<file path="src/rtl/tcdm_rx_sid_sched.sv">
// rtl/tcdm_rx_sid_sched.sv - per-SID command gating and round-robin active-SID scheduler for the TCDM RX unpacker
module tcdm_rx_sid_sched #(
  parameter int TRANS_SID_WIDTH = 2,
  parameter int MAX_PENDING     = 4,
  parameter int STARVE_LIMIT    = 16,
  localparam int SID_CONTEXTS   = 2 ** TRANS_SID_WIDTH
) (
  input  logic                       clk_i,
  input  logic                       rst_ni,
  input  logic [TRANS_SID_WIDTH-1:0] cmd_sid_i,
  input  logic                       cmd_req_i,
  output logic                       cmd_gnt_o,
  output logic                       cmd_req_o,
  input  logic                       cmd_gnt_i,
  input  logic [SID_CONTEXTS-1:0]    data_avail_i,
  input  logic                       beat_req_i,
  input  logic                       beat_gnt_i,
  input  logic                       beat_eop_i,
  output logic [TRANS_SID_WIDTH-1:0] act_sid_o,
  output logic                       act_valid_o,
  output logic [SID_CONTEXTS-1:0]    pend_o,
  output logic                       err_o
);

  localparam int CNT_W = $clog2(MAX_PENDING + 1);
  localparam int STV_W = (STARVE_LIMIT > 0) ? $clog2(STARVE_LIMIT + 1) : 1;

  typedef logic [TRANS_SID_WIDTH-1:0] sid_t;
  typedef enum logic {S_IDLE, S_LOCK} state_t;

  state_t                r_state;
  state_t                w_state_nxt;
  logic [CNT_W-1:0]      r_pend [SID_CONTEXTS];
  sid_t                  r_act_sid;
  logic                  r_act_valid;
  sid_t                  r_last_sid;
  logic [STV_W-1:0]      r_starve;
  logic                  r_err;

  logic                  w_full;
  logic                  w_push;
  logic                  w_acc;
  logic                  w_done;
  logic                  w_sat_err;
  logic                  w_select;
  logic                  w_starve_hit;
  logic                  w_found;
  sid_t                  w_pick;
  logic [SID_CONTEXTS-1:0] w_elig;
  logic [SID_CONTEXTS-1:0] w_inc;
  logic [SID_CONTEXTS-1:0] w_dec;

  // A SID at its pending limit blocks both directions of the command handshake.
  assign w_full    = (r_pend[cmd_sid_i] == CNT_W'(MAX_PENDING));
  assign cmd_req_o = cmd_req_i && !w_full;
  assign cmd_gnt_o = cmd_gnt_i && !w_full;
  assign w_push    = cmd_req_i && cmd_gnt_o;
  assign w_acc     = beat_req_i && beat_gnt_i;
  assign w_done    = w_acc && beat_eop_i && r_act_valid;

  assign w_starve_hit = (STARVE_LIMIT != 0) && (r_starve == STV_W'(STARVE_LIMIT));

  assign act_sid_o   = r_act_sid;
  assign act_valid_o = r_act_valid;
  assign err_o       = r_err;

  // Per-SID increment/decrement requests, eligibility and pending flags.
  always_comb begin
    w_inc  = '0;
    w_dec  = '0;
    w_elig = '0;
    pend_o = '0;
    for (int s = 0; s < SID_CONTEXTS; s++) begin
      w_inc[s]  = w_push && (cmd_sid_i == sid_t'(s));
      w_dec[s]  = w_done && (r_act_sid == sid_t'(s));
      pend_o[s] = (r_pend[s] != '0);
      w_elig[s] = pend_o[s] && data_avail_i[s];
    end
  end

  // A decrement with no matching push on an empty counter is a protocol error.
  assign w_sat_err = w_done && !w_inc[r_act_sid] && (r_pend[r_act_sid] == '0);

  // Round-robin search starting just after the last serviced SID.
  always_comb begin
    sid_t w_idx;
    w_idx   = '0;
    w_found = 1'b0;
    w_pick  = r_last_sid;
    for (int i = 1; i <= SID_CONTEXTS; i++) begin
      w_idx = r_last_sid + sid_t'(i);
      if (!w_found && w_elig[w_idx]) begin
        w_found = 1'b1;
        w_pick  = w_idx;
      end
    end
  end

  // Pending counters: simultaneous push and done on one SID cancel out.
  always_ff @(posedge clk_i or negedge rst_ni) begin
    if (!rst_ni) begin
      for (int s = 0; s < SID_CONTEXTS; s++) r_pend[s] <= '0;
    end else begin
      for (int s = 0; s < SID_CONTEXTS; s++) begin
        if (w_inc[s] && !w_dec[s]) begin
          r_pend[s] <= r_pend[s] + CNT_W'(1);
        end else if (w_dec[s] && !w_inc[s] && (r_pend[s] != '0)) begin
          r_pend[s] <= r_pend[s] - CNT_W'(1);
        end
      end
    end
  end

  // FSM state register.
  always_ff @(posedge clk_i or negedge rst_ni) begin
    if (!rst_ni) r_state <= S_IDLE;
    else         r_state <= w_state_nxt;
  end

  // FSM next state: done takes priority over a starvation yield.
  always_comb begin
    w_state_nxt = r_state;
    w_select    = 1'b0;
    case (r_state)
      S_IDLE: begin
        if (w_found) begin
          w_state_nxt = S_LOCK;
          w_select    = 1'b1;
        end
      end
      S_LOCK: begin
        if (w_done || w_starve_hit) w_state_nxt = S_IDLE;
      end
      default: w_state_nxt = S_IDLE;
    endcase
  end

  // Selection, round-robin pointer, starvation counter and error pulse.
  always_ff @(posedge clk_i or negedge rst_ni) begin
    if (!rst_ni) begin
      r_act_sid   <= '0;
      r_act_valid <= 1'b0;
      r_last_sid  <= '1;
      r_starve    <= '0;
      r_err       <= 1'b0;
    end else begin
      r_err       <= (w_acc && !r_act_valid) || w_sat_err;
      r_act_valid <= (w_state_nxt == S_LOCK);
      if (w_select) r_act_sid <= w_pick;
      if ((r_state == S_LOCK) && (w_state_nxt == S_IDLE)) r_last_sid <= r_act_sid;
      if ((r_state != S_LOCK) || (w_state_nxt != S_LOCK)) begin
        r_starve <= '0;
      end else if (w_acc || data_avail_i[r_act_sid]) begin
        r_starve <= '0;
      end else if (r_starve != '1) begin
        r_starve <= r_starve + STV_W'(1);
      end
    end
  end

endmodule

</file>
<file path="config.mk">
export PLATFORM = sky130hd
export DESIGN_NAME = tcdm_rx_sid_sched
export DESIGN_NICKNAME = d
export VERILOG_FILES = /design/src/rtl/tcdm_rx_sid_sched.sv
export SDC_FILE = /design/constraint.sdc
export NUM_CORES = 1
export LEC_CHECK = 0
export BUFFER_PORTS_ARGS = -buffer_cell sky130_fd_sc_hd__buf_2
export CAP_MARGIN = 20
export CORE_ASPECT_RATIO = 1.4
export CORE_UTILIZATION = 50
export DETAILED_ROUTE_END_ITERATION = 16
export PLACE_DENSITY = 0.71
export SYNTH_ARGS = -nofsm -noshare
export SYNTH_HDL_FRONTEND = slang
export SYNTH_SLANG_ARGS = --single-unit
</file>
<file path="constraint.sdc">
create_clock -name clk_i -period 5.05 [get_ports clk_i]
set_input_delay 0.2525 -clock clk_i [delete_from_list [all_inputs] [get_ports clk_i]]
set_output_delay 0.2525 -clock clk_i [all_outputs]
set_load 0.02 [all_outputs]
</file>
==> flow_results.org <==
** Outcome
- Outcome :: finished clean

** Route
- After detailed routing, the number of remaining DRC violations is 0.
- DRC violation total after the first TritonRoute iteration :: 68
- Routed wire per std cell :: 16.93 um
- Ratio of routed vias to standard cells :: roughly 6.5
- Number of nets with antenna violations after detailed routing :: 0
- The routed layout has about 1500 vias.
- For this block, the routed nets add up to about 4000 um of wire.
- Number of optimization iterations in the first detailed-route pass :: 5

** Yosys
- The largest total area in the synthesized netlist belongs to sky130_fd_sc_hd__dfrtp_1.
- During synthesis, Yosys emitted a total of 0 warnings.
- By area the synthesized netlist is led by sky130_fd_sc_hd__dfrtp_1, sky130_fd_sc_hd__fa_1, sky130_fd_sc_hd__nand2_1, sky130_fd_sc_hd__nor2_1, sky130_fd_sc_hd__dfstp_2.
- Top-count cell post-synth :: sky130_fd_sc_hd__dfrtp_1
- In the synthesized netlist the dominant register cell turns out to be sky130_fd_sc_hd__dfrtp_1.
- Each instance of the synthesized netlist takes up on average ~9.6 um^2.
- After synthesis, the share of flip-flops with an asynchronous set or reset is 1.000.
- List of most frequent post-synthesis cells :: sky130_fd_sc_hd__dfrtp_1, sky130_fd_sc_hd__nand2_1, sky130_fd_sc_hd__nor2_1, sky130_fd_sc_hd__o21ai_0
- Register area share after synthesis :: 0.3407
- After synthesis the netlist holds a flip-flop and latch count of 23.
- The mapped netlist covers 1697 um^2.
- Area share of the largest cell type after synthesis :: 0.3097
- Post-synth net total :: between 150 and 200
- In the synthesized netlist, the number of instances is 177.
- Number of distinct standard cells referenced by the synthesized netlist :: slightly above 60
- EDFF count, synth :: 0

** Setup path
- Measured in cells, the most critical reg-to-reg path has a length of 6.
- The critical path in this run is classified as reg -> reg.
- Flop-to-flop setup slack :: approximately 2.6 ns
- CP endpoint kind :: flip-flop
- The startpoint identified for the worst register-to-register timing path is act_valid_o.
- Along the worst path, the maximum fanout reaches 9.
- The worst setup path is launched from a flip-flop.
- The worst register-to-register path ends at r_pend[5].
- Data on the critical path is required at its endpoint by roughly 5.2 ns.
- WP data arrival :: ~2.6 ns

** Floorplanning
- The floorplan has 24 rows.
- The die covers between 3000 and 4000 um^2.
- From bottom edge to top edge, the die measures just over 70 um.
- The initial utilization of the core area, before any placement, comes to 0.5330.
- 23 I/O pins were placed.
- Die boundary width :: 51.23 um
- Core outline area :: approximately 3200 um^2

** STA
- Setup repair after global routing left no endpoint under its margin.
- Clock skew after layout :: around 0.0052 ns
- Final critical-path required period :: between 2 and 2.5 ns
- Final hold slack :: 0.3054 ns
- Setup violations remaining at the end of the flow were counted as 0.
- Number of endpoints with negative hold slack in the final report :: 0
- Dividing the final minimum period by the clock period gives 0.4771.
- Measured against its own limit, the worst slew margin works out to 0.6230.
- At the pin with the least slew margin, the transition time is approximately 0.56 ns.
- The number of pins with negative max-slew slack in the final report came to 0.
- Total negative slack for setup checks :: 0 ns
- Max Fclk :: 415.0 MHz

** Worst hold path
- Min-Delay Startpoint :: beat_gnt_i
- Worst min-delay path endpoint :: err_o
- Path category of the worst min-delay check :: in -> reg
- Counting instances, the worst hold path has a depth of 3.

** Global route
- The number of global-route vias before repair was around 1500.
- Maximum number of pins on one net before global-route repair :: 24
- Total routing resource utilization after global routing :: 0.2528
- The first global-routing pass estimated between 7000 and 8000 um of wire.
- Residual overflow from global routing :: 0
- Number of antenna violations at the first check in global routing :: 0

** Placed design
- PortBufs :: 22
- Weighted congestion reported at the end of routability-driven placement :: approximately 0.89
- Detailed placement finished with a half-perimeter wire length of 3021 um.
- Placed cells :: 233

** CTS
- CTS Root Cell :: sky130_fd_sc_hd__clkbuf_8
- The number of setup buffers added after CTS is 0.
- # clock sinks :: 23
- CTS built an H-tree with a depth of 1.
- Number of CTS-inserted buffers :: 3
- Maximum root-to-sink buffer count :: 2
- The later pin in the worst-skew pair is clocked with a latency of approximately 0.27 ns.
- Clock transition at the register clock pins on the worst setup and hold paths after CTS :: roughly 0.1 ns
- TritonCTS clock tree :: built

** Run
- Max_cap viols :: 0

** Finish
- Compared with the post-synthesis result, the final layout area differs by 10.32%.
- The layout has between 200 and 300 filler cells.
- Number of antenna repair diodes :: 0
- Layout cell share with drive strength beyond 1 :: 0.2211
- Total number of nets in the final design :: 220
- The finished layout holds about 240 standard cells, fillers aside.

** Pwr
- Across the VDD grid, the largest voltage drop is 0.0002956 V.
- In this run the static leakage power is 0.7666 nW.
- For this design the ratio of total power to cell area is around 520 nW/um^2.
==> worst max-delay path by stage <==
stage | startpoint | endpoint | slack (ns) | depth (start not counted)
finish | act_valid_o | r_pend[5] | 2.64 | 6
global route | act_sid_o[1] | r_pend[8] | 2.42 | 8
CTS | act_valid_o | r_pend[5] | 2.64 | 6
detailed placement | act_valid_o | r_pend[5] | 2.67 | 6
global placement | act_valid_o | r_pend[11] | 2.73 | 7
floorplan | act_valid_o | r_pend[5] | 2.76 | 8
==> worst max-delay path, stage by stage, from the launching register on <==
cell,delay (ns)
sky130_fd_sc_hd__dfrtp_1,0.51
sky130_fd_sc_hd__and4_1,0.38
sky130_fd_sc_hd__nand3_4,0.16
sky130_fd_sc_hd__nand3_1,0.12
sky130_fd_sc_hd__fa_1,0.44
sky130_fd_sc_hd__or3_1,0.40
sky130_fd_sc_hd__a222oi_1,0.29
==> timing repair <==
item | in CTS | in global routing
endpoints found under the hold margin | 21 | 0
resized for setup | 0 | 0
hold buffers | 1 | 0
==> area by class of cell <==
class | instances | area (um^2) | share of cell area
multi-input combinational | 144 | 1057 | 0.5648
sequential | 23 | 578.1 | 0.3088
timing repair buffer | 23 | 120.1 | 0.06417
tap | 39 | 48.80 | 0.02607
clock buffer | 3 | 41.29 | 0.02206
inverter | 5 | 18.77 | 0.01003
clock inverter | 1 | 7.507 | 0.004011
==> cells by family (layout without fill, tap and decap cells) <==
group / after synthesis / after routing / share of synthesized area
compound gates: 43 / 43 / 0.1829
flops: 23 / 23 / 0.3407
mux: 6 / 6 / 0.04720
simple gates: 80 / 80 / 0.2825
buf+inv: 10 / 32 / 0.03613
fa+ha+maj: 7 / 7 / 0.06933
xor+xnor: 8 / 8 / 0.04129
==> sequential cells by signal, indices dropped and copies added, names as in the netlist <==
signal       cells
err_o            1
r_pend          12
act_sid_o        2
r_starve         5
act_valid_o      1
r_last_sid       2
==> cell usage in the layout (no fill, tap or decap), types with 3 or more instances in the layout <==
master / synthesis / routed
sky130_fd_sc_hd__nand3_1: 5 / 5
sky130_fd_sc_hd__o31ai_1: 3 / 3
sky130_fd_sc_hd__inv_1: 5 / 5
sky130_fd_sc_hd__nor2_1: 16 / 16
sky130_fd_sc_hd__o21ai_0: 10 / 10
sky130_fd_sc_hd__or3_1: 5 / 5
sky130_fd_sc_hd__ha_1: 3 / 3
sky130_fd_sc_hd__clkbuf_8: 0 / 3
sky130_fd_sc_hd__nand3b_1: 3 / 3
sky130_fd_sc_hd__a31oi_1: 4 / 4
sky130_fd_sc_hd__and3_1: 4 / 4
sky130_fd_sc_hd__nor2b_1: 3 / 3
sky130_fd_sc_hd__a21oi_1: 4 / 4
sky130_fd_sc_hd__dfrtp_1: 21 / 21
sky130_fd_sc_hd__xor2_1: 4 / 4
sky130_fd_sc_hd__buf_2: 1 / 22
sky130_fd_sc_hd__nand4b_1: 3 / 3
sky130_fd_sc_hd__nand2_1: 19 / 19
sky130_fd_sc_hd__xnor2_1: 4 / 4
sky130_fd_sc_hd__fa_1: 4 / 4
sky130_fd_sc_hd__or3b_2: 3 / 3
sky130_fd_sc_hd__mux2_2: 3 / 3
==> layer usage <==
metal  vias to the layer above  GRT usage  share of wire
li1                        711          -              -
met1                       736     0.3071           0.40
met2                        75     0.4532           0.53
met3                        16    0.03011          0.053
met4                         0    0.08408          0.020
met5                         -          0              0
==> where the power goes <==
group	switching (mW)	internal (mW)	total, mW	leakage [nW]
registers	0.130	0.266	0.396	0.277
clock network	0.0683	0.0560	0.124	0.0217
logic	0.253	0.204	0.457	0.468
total	0.451	0.526	0.977	0.767
==> stage by stage <==
step	setup WS, ns	power, mW	area [um^2]	util
6_report	2.640	0.9769	1872	0.5881
5_1_grt	2.424	1.063	1872	0.5881
4_1_cts	2.639	0.9738	1872	0.5881
3_5_place_dp	2.666	0.8487	1813	0.5696
3_3_place_gp	2.733	0.8225	1813	0.5696
2_1_floorplan	2.763	0.7221	1697	-
(Power assumes the default switching activity.)
